### src/rtl/adu_pkg.sv
// Shared readout state type, width helpers and the AW/DW parameter check for adu_bank.
`ifndef ADU_PKG_SV
`define ADU_PKG_SV

`define ADU_WIDTH_CHECK(aw, dw) \
    if ((((aw) % (dw)) != 0) || ((aw) < (dw))) begin : g_width_check \
        $error("adu: AW must be a nonzero multiple of DW"); \
    end

package adu_pkg;

    typedef enum logic [1:0] {
        IDLE   = 2'd0,
        HOLD   = 2'd1,
        STREAM = 2'd2
    } adu_state_e;

    function automatic int lanes(input int aw, input int dw);
        return aw / dw;
    endfunction

    function automatic int lane_w(input int aw, input int dw);
        return (aw / dw > 1) ? $clog2(aw / dw) : 1;
    endfunction

    function automatic int sel_w(input int nch);
        return (nch > 1) ? $clog2(nch) : 1;
    endfunction

endpackage

`endif

### src/rtl/adu_ser.sv
// Readout serializer: holds a snapshot, presents it DW bits at a time under qv/qr,
// and strobes done on the edge that accepts the final lane.
module adu_ser import adu_pkg::*; #(
    parameter int AW = 16,
    parameter int DW = 8
) (
    input  logic          clk,
    input  logic          rst,
    input  logic          ld_lane,
    input  logic          ld_word,
    input  logic [DW-1:0] lane_data,
    input  logic [AW-1:0] word,
    input  logic          qr,
    output logic [DW-1:0] q,
    output logic          qv,
    output logic          done
);

    localparam int L  = lanes(AW, DW);
    localparam int LW = lane_w(AW, DW);
    localparam logic [LW-1:0] LAST = LW'(L - 1);

    logic [AW-1:0] sh;
    logic [LW-1:0] left;

    assign q    = sh[DW-1:0];
    assign done = qv && qr && (left == '0);

    // NOTE: state flops use non-blocking assignments so every flop samples pre-edge values.
    always_ff @(posedge clk or negedge rst) begin
        if (!rst) begin
            sh   <= '0;
            left <= '0;
            qv   <= 1'b0;
        end else if (ld_lane) begin
            sh   <= AW'(lane_data);
            left <= '0;
            qv   <= 1'b1;
        end else if (ld_word) begin
            sh   <= word;
            left <= LAST;
            qv   <= 1'b1;
        end else if (qv && qr) begin
            if (left == '0) begin
                qv <= 1'b0;
            end else begin
                sh   <= sh >> DW;
                left <= left - LW'(1);
            end
        end
    end

endmodule

### src/rtl/adu_bank.sv
// Multi-channel address register bank with lane/parallel load, post-inc/dec with
// wrap pulse, and a single-lane or whole-register readout over a narrow bus.
module adu_bank import adu_pkg::*; #(
    parameter int AW  = 16,
    parameter int DW  = 8,
    parameter int NCH = 4
) (
    input  logic                      clk,
    input  logic                      rst,
    input  logic [sel_w(NCH)-1:0]     sel,
    input  logic [AW-1:0]             a,
    input  logic                      we,
    input  logic                      bw,
    input  logic [lane_w(AW,DW)-1:0]  lane,
    input  logic [DW-1:0]             d,
    input  logic                      inc,
    input  logic                      dec,
    input  logic                      rd,
    input  logic                      st,
    input  logic                      qr,
    output logic [DW-1:0]             q,
    output logic                      qv,
    output logic                      busy,
    output logic                      cy
);

    localparam int L  = lanes(AW, DW);
    localparam int LW = lane_w(AW, DW);

    `ADU_WIDTH_CHECK(AW, DW)

    if ((NCH < 2) || ((NCH & (NCH - 1)) != 0)) begin : g_nch_check
        $error("adu: NCH must be a power of two, at least 2");
    end

    logic [AW-1:0] regs [NCH];
    logic [AW-1:0] cur;
    logic [AW-1:0] nxt;
    logic          wrap;
    logic [DW-1:0] lane_data;
    adu_state_e    state;
    logic          start_rd;
    logic          start_st;
    logic          done;

    assign cur = regs[sel];

    // NOTE: every signal written here gets a default first, so no latch can be inferred.
    always_comb begin
        nxt  = cur;
        wrap = 1'b0;
        if (we) begin
            nxt = a;
        end else if (bw) begin
            for (int i = 0; i < L; i++) begin
                if (lane == LW'(i)) nxt[i*DW +: DW] = d;
            end
        end else if (inc && !dec) begin
            nxt  = cur + AW'(1);
            wrap = &cur;
        end else if (dec && !inc) begin
            nxt  = cur - AW'(1);
            wrap = (cur == '0);
        end
    end

    always_comb begin
        lane_data = '0;
        for (int i = 0; i < L; i++) begin
            if (lane == LW'(i)) lane_data = cur[i*DW +: DW];
        end
    end

    // NOTE: the bank is built from flops rather than RAM, so every entry is cleared on reset.
    always_ff @(posedge clk or negedge rst) begin
        if (!rst) begin
            for (int i = 0; i < NCH; i++) regs[i] <= '0;
            cy <= 1'b0;
        end else begin
            regs[sel] <= nxt;
            cy        <= wrap;
        end
    end

    // Requests are only looked at in IDLE; rd takes precedence over st.
    assign start_rd = (state == IDLE) && rd;
    assign start_st = (state == IDLE) && st && !rd;

    always_ff @(posedge clk or negedge rst) begin
        if (!rst) begin
            state <= IDLE;
        end else begin
            case (state)
                IDLE: begin
                    if (rd)      state <= HOLD;
                    else if (st) state <= STREAM;
                end
                HOLD, STREAM: begin
                    if (done) state <= IDLE;
                end
                default: state <= IDLE;
            endcase
        end
    end

    assign busy = (state != IDLE);

    adu_ser #(
        .AW (AW),
        .DW (DW)
    ) u_ser (
        .clk       (clk),
        .rst       (rst),
        .ld_lane   (start_rd),
        .ld_word   (start_st),
        .lane_data (lane_data),
        .word      (cur),
        .qr        (qr),
        .q         (q),
        .qv        (qv),
        .done      (done)
    );

endmodule

### config.mk
export PLATFORM = sky130hd
export DESIGN_NAME = adu_bank
export DESIGN_NICKNAME = d
export VERILOG_FILES = /design/src/rtl/adu_pkg.sv /design/src/rtl/adu_ser.sv /design/src/rtl/adu_bank.sv
export SDC_FILE = /design/constraint.sdc
export NUM_CORES = 1
export LEC_CHECK = 0
export ABC_CLOCK_PERIOD_IN_PS = 2400
export CAP_MARGIN = 10
export CORE_MARGIN = 5
export CORE_UTILIZATION = 45
export CTS_CLUSTER_SIZE = 16
export DETAILED_ROUTE_END_ITERATION = 8
export PLACE_DENSITY = 0.75
export SLEW_MARGIN = 20
export SYNTH_ARGS = -nofsm -noshare
export SYNTH_HDL_FRONTEND = slang
export SYNTH_HIERARCHICAL = 1
export SYNTH_SLANG_ARGS = --single-unit
export TNS_END_PERCENT = 10
### constraint.sdc
create_clock -name clk -period 2.4 [get_ports clk]
set_input_delay 0.48 -clock clk [delete_from_list [all_inputs] [get_ports clk]]
set_output_delay 0.48 -clock clk [all_outputs]
set_load 0.03 [all_outputs]
After elaboration in Yosys (flattened, before gate mapping)
Index checks and enable logic that the tools add are counted.
Widths: inputs -> output; s select.
- equal/unequal tests: 5
- mux-type cells: 33
- reductions and logical operators: 21
- order comparisons: 2
- add/sub/neg operators: 3
- bitwise logic cells: 2
- operator list (kind ; count):
    $mux 16 ; 11
    $bwmux 64 ; 1
    $bmux 16 s2 ; 1
    $demux 16 s2 ; 1
    $mux 8 ; 3
    $add 16x1->16 const B ; 1
    $logic_not 16->1 ; 1
    $reduce_and 16->1 ; 1
    $sub 16x1->16 const B ; 1
    $mux 1 ; 12
    $logic_and 1x1->1 ; 8
    $mux 2 ; 3
    $ne 3x3->1 const B ; 2
    $reduce_and 2->1 ; 3
    $reduce_bool 3->1 ; 2
    $pmux 2 s2 ; 1
    $ge 3x3->1 const B ; 1
    $logic_not 1->1 ; 3
    $lt 3x1->1 const B ; 1
    $not 2->3 ; 1
    $eq 2x1->1 const B ; 1
    $eq 2x2->1 const B ; 1
    $logic_not 2->1 ; 1
    $ne 2x2->1 const B ; 1
    other kinds (4) ; 4
- register bits: 85

Logic depth before layout (Yosys ltp)
Gate-level depths: netlist of run 1.
- depth after elaboration: 10
- gate-level depth with buffers: 10
- gate-level depth less buffers: 9

Modules after synthesis
Netlist of run 1, hierarchy kept.
- by module, submodules not included (module ; area an instance (um^2) ; times used ; sequential area each (um^2) ; cells an instance):
    adu_bank ; 4366.7 ; 1 ; 1676.6 ; 482
    adu_ser ; 837.1 ; 1 ; 450.4 ; 66

Worst setup path after synthesis of run 1
No wires, ideal clock.
- path type: input -> register
- start: input sel[0]
- end: register regs[15] (netlist bit)
- stages on the path: 8
- path buffers: 2
- setup time: 0.124 ns
- arrival time: 2.647 ns
- path slack: -0.371 ns
- cell sequence: buf_6 > buf_4 > mux4_2 > or4_4 > nor4_4 > o21ai_2 > xnor2_2 > o31a_1
- word-level cells in the longest chain between the ends: 10
- elaborated cells on any way between the ends: 17
- classes of those cells: 2 x add/sub; 2 x order compare; 11 x mux; 1 x bitwise; 1 x reduce/logical
- RTL lines (element ; line ; text):
    start, declared ; adu_bank.sv:10 ; input logic [sel_w(NCH)-1:0] sel,
    $not 2->3 (implied by the code) * ; adu_bank.sv:46, adu_bank.sv:80 ;
    $bmux 16 s2 ; adu_bank.sv:46 ; assign cur = regs[sel];
    $mux 16 (implied by the code) (2 in a row) ; adu_bank.sv:46 ;
    $sub 16x1->16 ; adu_bank.sv:62 ; nxt = cur - AW'(1);
    $mux 16 ; adu_bank.sv:61 ; end else if (dec && !inc) begin
    $mux 16 ; adu_bank.sv:58 ; end else if (inc && !dec) begin
    $mux 16 ; adu_bank.sv:54 ; end else if (bw) begin
    $mux 16 ; adu_bank.sv:52 ; if (we) begin
    $bwmux 64 * ; adu_bank.sv:80 ; regs[sel] <= nxt;
    end signal, assigned by index ; adu_bank.sv:80 ;
    end, declared ; adu_bank.sv:36 ; logic [AW-1:0] regs [NCH];
Every way passes the cells marked *; elsewhere a longest branch is shown, timed or not. The select of a mux whose other input is x is not followed.
A chain may end at the register's enable or synchronous reset.

Worst setup path after layout of run 1
- start: register regs[16] (netlist bit)
- end: register regs[57] (netlist bit)
- word-level cells in the longest chain between the ends: 9
- elaborated cells on any way between the ends: 10
- classes of those cells: 2 x add/sub; 8 x mux
- RTL lines (element ; line ; text):
    $bmux 16 s2 * ; adu_bank.sv:46 ;
    $mux 16 (implied by the code) * (2 in a row) ; adu_bank.sv:46 ;
    named net cur[0] ; adu_bank.sv:37 ; logic [AW-1:0] cur;
    $sub 16x1->16 ; adu_bank.sv:62 ;
    $mux 16 ; adu_bank.sv:61 ;
    $mux 16 * ; adu_bank.sv:58 ;
    $mux 16 * ; adu_bank.sv:54 ;
    $mux 16 * ; adu_bank.sv:52 ;
    $bwmux 64 * ; adu_bank.sv:80 ;
Mark *: on every way through the listed nets, which the timed path passes. The rest lies on a longest branch. The select of a mux whose other input is x is not followed.

==> out/qor.csv, run 1 <==
metric,value,unit
status,finished with violations,
violated checks,negative setup slack,
top cell type's share of synthesized area,0.409,
Clock transition at path regs,0.06,ns
sequential share of the synthesized area,0.409,
period utilization,1.05,
"Top FF cell, synth",dfrtp_1,
Layout Nets,689,
final worst setup slack,-0.122,ns
CTS Hold Buffers Added,0,
slew margin rel.,0.539,
post-synth top area cell,dfrtp_1,
crit end category,flip-flop,
Post-DP HPWL,10800,um
Finish-stage setup viols,30,
met3 WL,1010,um
Hold Crit Class,primary input to asynchronous set/reset pin,
count of cell types in the netlist,59,
antenna violations before repair,0,
slowest CP cell,or4_4,
# DRC,0,
P&R area growth vs syn,31.7,%
worst IR drop on VDD,0.513,mV
wire length on met2,7420,um
CTS buffer count,9,
clock tree buffer depth,2,
crit path max fanout,5,
die footprint,13800,sq um
vias in the first global route,5031,
Reg2Reg Depth,6,
max incr delay on CP,0.59,ns
wire per inst,19.7,um
total track usage,0.227,
minimum clock period,2.52,ns
most frequent cells after synthesis,"dfrtp_1 (85), nand2_1 (75), o21ai_0 (59), nor2_1 (35), a31oi_1 (26)",
Area contributors post-synth,"dfrtp_1 (41%), mux4_2 (6.9%), o21ai_0 (5.7%)",
Fmax achieved,397,MHz
total design power,5.51,mW
worst-skew pair later-pin latency,0.35,ns
Pre-antenna DRT Iters,5,
Post-Synthesis Cells,548,
"count leader, synth",dfrtp_1,
DR top layer,met4,
PwrDens,804,nW/um^2
Synth Register Bits,85,
core footprint,11400,sq um
post-route ant nets,0,
"Avg Cell Area, Syn",9.50,sq um
WS Path Type,flip-flop to flip-flop,
H-tree depth,3,
layout cells sized above 1,0.291,
Die Wd,118,um
Top Ports,47,
critical path data arrival time,2.76,ns
DRT met1 WL,6480,um
Ys Warns,6,
Post-Syn Area,5200,sq um
Post-synth EDFFs,0,
Buffers on Ports,46,
clk root buf,clkbuf_16,
data required time at the worst endpoint,2.64,ns
clock tree sinks,85,
Final Hold Fails,0,
CP Depth,6,
initial DRC count,464,
CTS tree,built,
max_cap viols,0,
total gr overflow,0,
clk_skew,0.00765,ns
Crit path buffers/inverters,0,
Vias,4872,
std cell rows,39,
Vias/cell,6.11,
Slew @ Worst Pin,0.691,ns
die height,118,um
Setup crit start kind,flip-flop,
Worst path top cell family by delay,simple AND/OR/NAND/NOR gates,
Final Max Slew Viols,0,
Post-Route WL,15700,um
Pleak,2.92,nW
Initial Utilization,0.458,
routability congestion estimate,0.927,
n_diodes,0,
Mapped Nets,587,
global-route wire length before repair,25700,um
unrepaired setup endpoints after global routing,true,
Min Hold Slack,0.164,ns
crit path cell chain,mux4_2 -> or4_4 -> nor4_4 -> o21a_1 -> o31ai_4 -> a22o_1,
Post-synth ARST share,1.00,
largest net degree at the start of global routing,55,
[what timing repair did]
item | 4_1_cts | 5_1_grt
gates resized for setup | 53 | 20
setup buffers | 15 | 4
pin swaps | 30 | 15
endpoints found under the setup margin | 69 | 61
hold endpoints to repair | 0 | 0
[report_power, final]
part           switching (mW)  internal [mW]  total [mW]
Clock                   0.594          0.800        1.39
Combinational            1.15           1.01        2.15
Sequential              0.201           1.76        1.96
Total                    1.94           3.57        5.51
[flip-flops by register name, summed over array words and instances, names as in the netlist]
| signal | cells |
|---|---|
| cy | 1 |
| regs | 64 |
| u_ser/left | 1 |
| u_ser/qv | 1 |
| u_ser/sh | 16 |
| state | 2 |
[worst reg2reg max path, delay by kind of cell (launching register included)]
family	cells	cell delay (ns)
muxes	1	0.55
and+or+nand+nor	2	0.89
DFF	1	0.40
AOI/OAI and AO/OA	3	0.58
[final cells by class]
cell class                 instances  area (sq um)
clock buffer                       9           225
clock inverter                     6          65.1
fill                             896          4520
inverter                          13          48.8
multi-input combinational        398          2930
sequential                        85          2130
tap                              143           179
timing repair buffer             143          1280
[routing by layer]
layer | vias up | GRT usage
met5 | - | 0
met4 | 0 | 0.142
met3 | 56 | 0.0408
met2 | 221 | 0.349
met1 | 2388 | 0.296
li1 | 2207 | -
[through the flow]
step / setup TNS [ns] / util / cell area, sq um / worst slack [ns] / instances
detailed placement: -56.81 / 0.546 / 6210 / -0.950 / 765
floorplan: -8.05 / - / 5220 / -0.315 / 548
global placement: -53.92 / 0.546 / 6210 / -0.918 / 765
finish: -1.44 / 0.603 / 6850 / -0.122 / 797
CTS: -2.62 / 0.597 / 6790 / -0.196 / 795
global route: -4.67 / 0.603 / 6850 / -0.190 / 797
[final timing paths]
path	start	endpoint	slack (ns)
max	regs[16]	regs[57]	-0.12
min	rst	u_ser/qv	0.16
max reg2reg	regs[16]	regs[57]	-0.12
min reg2reg	regs[36]	regs[36]	0.48
max in group asynchronous	rst	regs[38]	1.54
min in group clk	regs[36]	regs[36]	0.48
[cells in the final DEF, fill, tap and decap left out, types with 10 or more instances in the layout]
master           synthesis  routed
buf_4                    9      86
a22o_1                  22      22
o21ai_1                  7      19
dfrtp_1                 85      85
mux2i_1                 13      11
nand2_1                 75      74
mux2_2                  10      10
clkdlybuf4s50_1          0      43
inv_1                   12      10
a31oi_1                 26      24
nand3_1                 14      12
a21oi_1                 13      12
o21ai_0                 59      44
nor2_1                  35      34
mux4_2                  16      16
[cells by family after synthesis]
group	Yosys count	share of synthesized area
compound gates	166	0.210
buf+inv	65	0.0661
mux	39	0.116
simple gates	185	0.182
fa+ha+maj	3	0.00721
flops	85	0.409
xor+xnor	5	0.00986
No activity file was read; power rests on OpenSTA's default activity.
==> run 2: changes to the inputs <==
--- a/config.mk
+++ b/config.mk
@@ -7,10 +7,10 @@
 export LEC_CHECK = 0
 export ABC_CLOCK_PERIOD_IN_PS = 2400
 export CAP_MARGIN = 10
-export CORE_MARGIN = 5
 export CORE_UTILIZATION = 45
 export CTS_CLUSTER_SIZE = 16
 export DETAILED_ROUTE_END_ITERATION = 8
+export HOLD_SLACK_MARGIN = 0.03
 export PLACE_DENSITY = 0.75
 export SLEW_MARGIN = 20
 export SYNTH_ARGS = -nofsm -noshare
==> out/qor.csv, run 2 (synthesis results as in run 1) <==
metric,value,unit
status,finished with violations,
violated checks,negative setup slack,
PwrDens,818,nW/um^2
layout cells sized above 1,0.307,
Vias,5089,
Reg-to-Reg End,regs[29],
biggest regs,"regs (64), u_ser/sh (16), state (2)",
period utilization,1.09,
clock tree sinks,85,
crit end category,flip-flop,
data required time at the worst endpoint,2.61,ns
antenna violations before repair,0,
die footprint,12000,sq um
"Core Util, Final",0.636,
"leading cell type in the layout, fill and taps excluded",buf_4,
met1 usage,0.352,
slew margin rel.,0.420,
global-route wire length before repair,25400,um
wire per inst,20.2,um
Hold Crit Class,primary input to asynchronous set/reset pin,
Reg2Reg Depth,6,
largest net degree at the start of global routing,68,
clk_skew,0.00960,ns
crit path max fanout,4,
most frequent cells in the layout,"buf_4 (89), dfrtp_1 (85), nand2_1 (74)",
Post-Route WL,16200,um
std cell rows,38,
Slew @ Worst Pin,0.870,ns
CTS buffer count,9,
Fmax achieved,384,MHz
final non-filler cell area,7020,sq um
Final Max Slew Viols,0,
GR Layer Usage met3,0.0694,
Post-DP HPWL,10500,um
unrepaired setup endpoints after global routing,true,
Layout Nets,696,
Initial Utilization,0.472,
"Cell Area, Placed",6190,sq um
Pre-antenna DRT Iters,5,
Finish-stage setup viols,52,
initial DRC count,462,
CTS tree,built,
CTS Hold Buffers Added,0,
R2R Path Start,regs[48],
Setup crit start kind,flip-flop,
Vias/cell,6.35,
vias in the first global route,4982,
total track usage,0.281,
worst IR drop on VDD,0.513,mV
core footprint,11000,sq um
Largest Register,regs,
clock tree buffer depth,2,
die height,110,um
max_cap viols,0,
WS Path Type,flip-flop to flip-flop,
Clock transition at path regs,0.07,ns
post-route ant nets,0,
minimum clock period,2.61,ns
clk root buf,clkbuf_16,
Top Ports,47,
met2 Usage GRT,0.451,
routability congestion estimate,0.920,
Die Wd,110,um
H-tree depth,3,
# DRC,0,
P&R area growth vs syn,34.8,%
setup tns final,-6.90,ns
n_diodes,0,
number of flip-flops under the largest register name,64,
Min Hold Slack,0.241,ns
Pleak,2.99,nW
Final Hold Fails,0,
Buffers on Ports,46,
gr busiest metal,met2,
r2r setup slk,-0.21,ns
critical path data arrival time,2.82,ns
total gr overflow,0,
worst-skew pair later-pin latency,0.35,ns
final worst setup slack,-0.207,ns
==> run 2: how the worst max path moves through the flow <==
| stage | from | end | slack [ns] | cells past startpoint |
|---|---|---|---|---|
| final | regs[48] | regs[29] | -0.21 | 6 |
| after global routing | sel[0] | regs[29] | -0.27 | 9 |
| after CTS | sel[0] | regs[63] | -0.22 | 9 |
| after detailed placement | sel[0] | regs[63] | -0.96 | 8 |
| after global placement | sel[0] | regs[14] | -0.92 | 10 |
| after floorplan | sel[0] | regs[15] | -0.31 | 8 |
==> run 2: where the power goes <==
| part | internal (mW) | switching [mW] | total [mW] |
|---|---|---|---|
| registers | 1.76 | 0.204 | 1.96 |
| clock network | 0.924 | 0.612 | 1.54 |
| logic | 1.05 | 1.19 | 2.24 |
| total | 3.73 | 2.00 | 5.74 |
==> run 2: final cells by class <==
cell class              instances  area, sq um
clock buffers                  10          229
clock inverters                 6         93.8
fillers                       804         4020
inverters                      13         48.8
multi-input cells             398         2970
flip-flops and latches         85         2130
well taps                     140          175
repair buffers                150         1370
==> run 2: routing by layer <==
| metal | wire [um] | vias to the layer above |
|---|---|---|
| met2 | 7760 | 317 |
| met5 | 0 | - |
| met3 | 1410 | 78 |
| met4 | 742 | 0 |
| met1 | 6320 | 2470 |
| li1 | - | 2224 |
==> run 2: worst max-delay path: stages (launching register included) <==
cell and delay [ns]:
dfrtp_1 0.40, mux4_2 0.52, or4_4 0.64, nor3b_4 0.27, o2bb2ai_2 0.17, mux2i_2 0.32, a31oi_1 0.14
==> run 2: metrics by stage <==
step / setup slack, ns / cells / total power [mW]
after floorplan: -0.315 / 548 / 3.28
after global placement: -0.924 / 759 / 3.85
after detailed placement: -0.956 / 759 / 3.93
after CTS: -0.217 / 790 / 5.59
after global routing: -0.268 / 802 / 6.01
final: -0.207 / 802 / 5.74
==> run 2: what timing repair did <==
| item | CTS | global route |
|---|---|---|
| pin swaps | 39 | 24 |
| gates resized for setup | 60 | 30 |
| endpoints found under the setup margin | 68 | 61 |
| gates cloned | 1 | 0 |
| buffers inserted | 14 | 12 |
==> run 3: changes to the inputs <==
--- a/config.mk
+++ b/config.mk
@@ -6,7 +6,7 @@
 export NUM_CORES = 1
 export LEC_CHECK = 0
 export ABC_CLOCK_PERIOD_IN_PS = 2400
-export CAP_MARGIN = 10
+export CAP_MARGIN = 40
 export CORE_UTILIZATION = 45
 export CTS_CLUSTER_SIZE = 16
 export DETAILED_ROUTE_END_ITERATION = 8
@@ -17,4 +17,4 @@
 export SYNTH_HDL_FRONTEND = slang
 export SYNTH_HIERARCHICAL = 1
 export SYNTH_SLANG_ARGS = --single-unit
-export TNS_END_PERCENT = 10
+export TNS_END_PERCENT = 50
==> out/qor.csv, run 3 (synthesis results as in run 1) <==
metric,value,unit
status,finished with violations,
violated checks,negative setup slack,
post-route ant nets,0,
Clock transition at path regs,0.07,ns
total gr overflow,0,
Layout Nets,690,
global-route wire length before repair,25500,um
Initial Utilization,0.472,
antenna violations before repair,0,
Slew @ Worst Pin,0.569,ns
Hold Crit Class,primary input to asynchronous set/reset pin,
Reg2Reg Depth,7,
crit end category,flip-flop,
number of flip-flops under the largest register name,64,
Post-DP HPWL,10600,um
Fmax achieved,392,MHz
# DRC,0,
die footprint,12000,sq um
largest net degree at the start of global routing,44,
most frequent cells in the layout,"buf_4 (88), dfrtp_1 (85), nand2_1 (75)",
minimum clock period,2.55,ns
final worst setup slack,-0.150,ns
most frequent CP cell,buf_4,
Setup crit start kind,primary input,
WS Path Type,primary input to flip-flop,
switching share of power,0.362,
CTS tree,built,
clk root buf,clkbuf_16,
Largest Register,regs,
Die Wd,110,um
met3 WL,1450,um
worst-skew pair later-pin latency,0.35,ns
total design power,5.51,mW
switching power,2.00,mW
wire per inst,20.5,um
n_diodes,0,
Buffers on Ports,46,
max incr delay on CP,0.61,ns
R2R Path Start,regs[20],
worst IR drop on VDD,0.521,mV
biggest regs,"regs (64), u_ser/sh (16), state (2)",
CTS buffer count,9,
Reg-to-Reg End,regs[43],
clock tree sinks,85,
clk_skew,0.00889,ns
critical path data arrival time,2.78,ns
vias in the first global route,5069,
core footprint,11000,sq um
initial DRC count,520,
Finish-stage setup viols,32,
crit path max fanout,4,
unrepaired setup endpoints after global routing,true,
Final Max Slew Viols,0,
wire length on met2,7780,um
std cell rows,38,
Final Hold Fails,0,
DRT met1 WL,6420,um
max_cap viols,0,
Fillers,861,
Layout Cells excl Fill,795,
Vias,5062,
Top Ports,47,
Gate power share,0.402,
"Core Util, Final",0.625,
setup tns final,-2.30,ns
Vias/cell,6.37,
DR top layer,met4,
placed instance count,758,
die height,110,um
period utilization,1.06,
Pleak,2.91,nW
crit path cell chain,buf_8 -> buf_4 -> buf_4 -> mux4_2 -> or4_1 -> o22ai_1 -> o21ai_2 -> xnor2_2 -> o31a_1,
Post-Route WL,16300,um
total track usage,0.280,
data required time at the worst endpoint,2.63,ns
clock tree buffer depth,2,
slew margin rel.,0.621,
routability congestion estimate,0.925,
Pre-antenna DRT Iters,6,
sequential power share,0.357,
Clock Power Share,0.240,
P&R area growth vs syn,32.5,%
H-tree depth,3,
"leading cell type in the layout, fill and taps excluded",buf_4,
layout cells sized above 1,0.304,
PwrDens,799,nW/um^2
r2r setup slk,-0.14,ns
internal power,3.51,mW
slowest CP cell,or4_1,
[run 3: what timing repair did]
action / in CTS / in global routing
gates cloned: 1 / 0
endpoints found under the hold margin: 0 / 0
setup endpoints to repair: 68 / 61
gates resized for setup: 46 / 37
hold buffers: 0 / 0
setup buffers: 16 / 6
pin swaps: 19 / 19
[run 3: critical path, delay by kind of cell]
| family | cells | cell delay, ns |
|---|---|---|
| xor gates and xnor gates | 1 | 0.19 |
| buffers and inverters | 3 | 0.36 |
| and+or+nand+nor | 1 | 0.61 |
| AOI/OAI and AO/OA | 3 | 0.60 |
| muxes | 1 | 0.54 |
[run 3: per-stage QoR]
step	setup slack, ns	instance area [sq um]	hold WS [ns]
after floorplan	-0.315	5230	0.184
after global placement	-0.907	6160	0.458
after detailed placement	-0.953	6160	0.474
after CTS	-0.0983	6690	0.146
after global routing	-0.206	6890	0.171
final	-0.150	6890	0.113
[run 3: routing by layer]
| metal | track usage | up-vias |
|---|---|---|
| met5 | 0 | - |
| met4 | 0.156 | 0 |
| met3 | 0.0545 | 81 |
| met2 | 0.446 | 329 |
| met1 | 0.359 | 2448 |
| li1 | - | 2204 |
[run 3: power by group through the flow]
stage,sequential [mW],clock [mW],combinational [mW]
3_3_place_gp,1.96,0,1.89
6_report,1.97,1.32,2.22
3_5_place_dp,1.98,0,1.95
2_1_floorplan,1.92,0,1.36
4_1_cts,1.96,1.32,2.05
5_1_grt,2.00,1.39,2.38
[run 3: how the worst max path moves through the flow]
| stage | startpoint | endpoint | cells past startpoint |
|---|---|---|---|
| 2_1_floorplan | sel[0] | regs[15] | 8 |
| 3_3_place_gp | sel[0] | regs[10] | 9 |
| 3_5_place_dp | sel[0] | regs[63] | 8 |
| 4_1_cts | sel[0] | regs[63] | 9 |
| 5_1_grt | inc | regs[63] | 9 |
| 6_report | sel[0] | regs[63] | 9 |
[run 3: layout make-up]
type                       instances  area, sq um  area share
multi-input combinational        398         2990       0.434
sequential                        85         2130       0.309
timing repair buffer             144         1270       0.185
clock buffer                      10          239      0.0347
tap                              140          175      0.0254
inverter                          13         48.8     0.00708
clock inverter                     5         37.5     0.00545
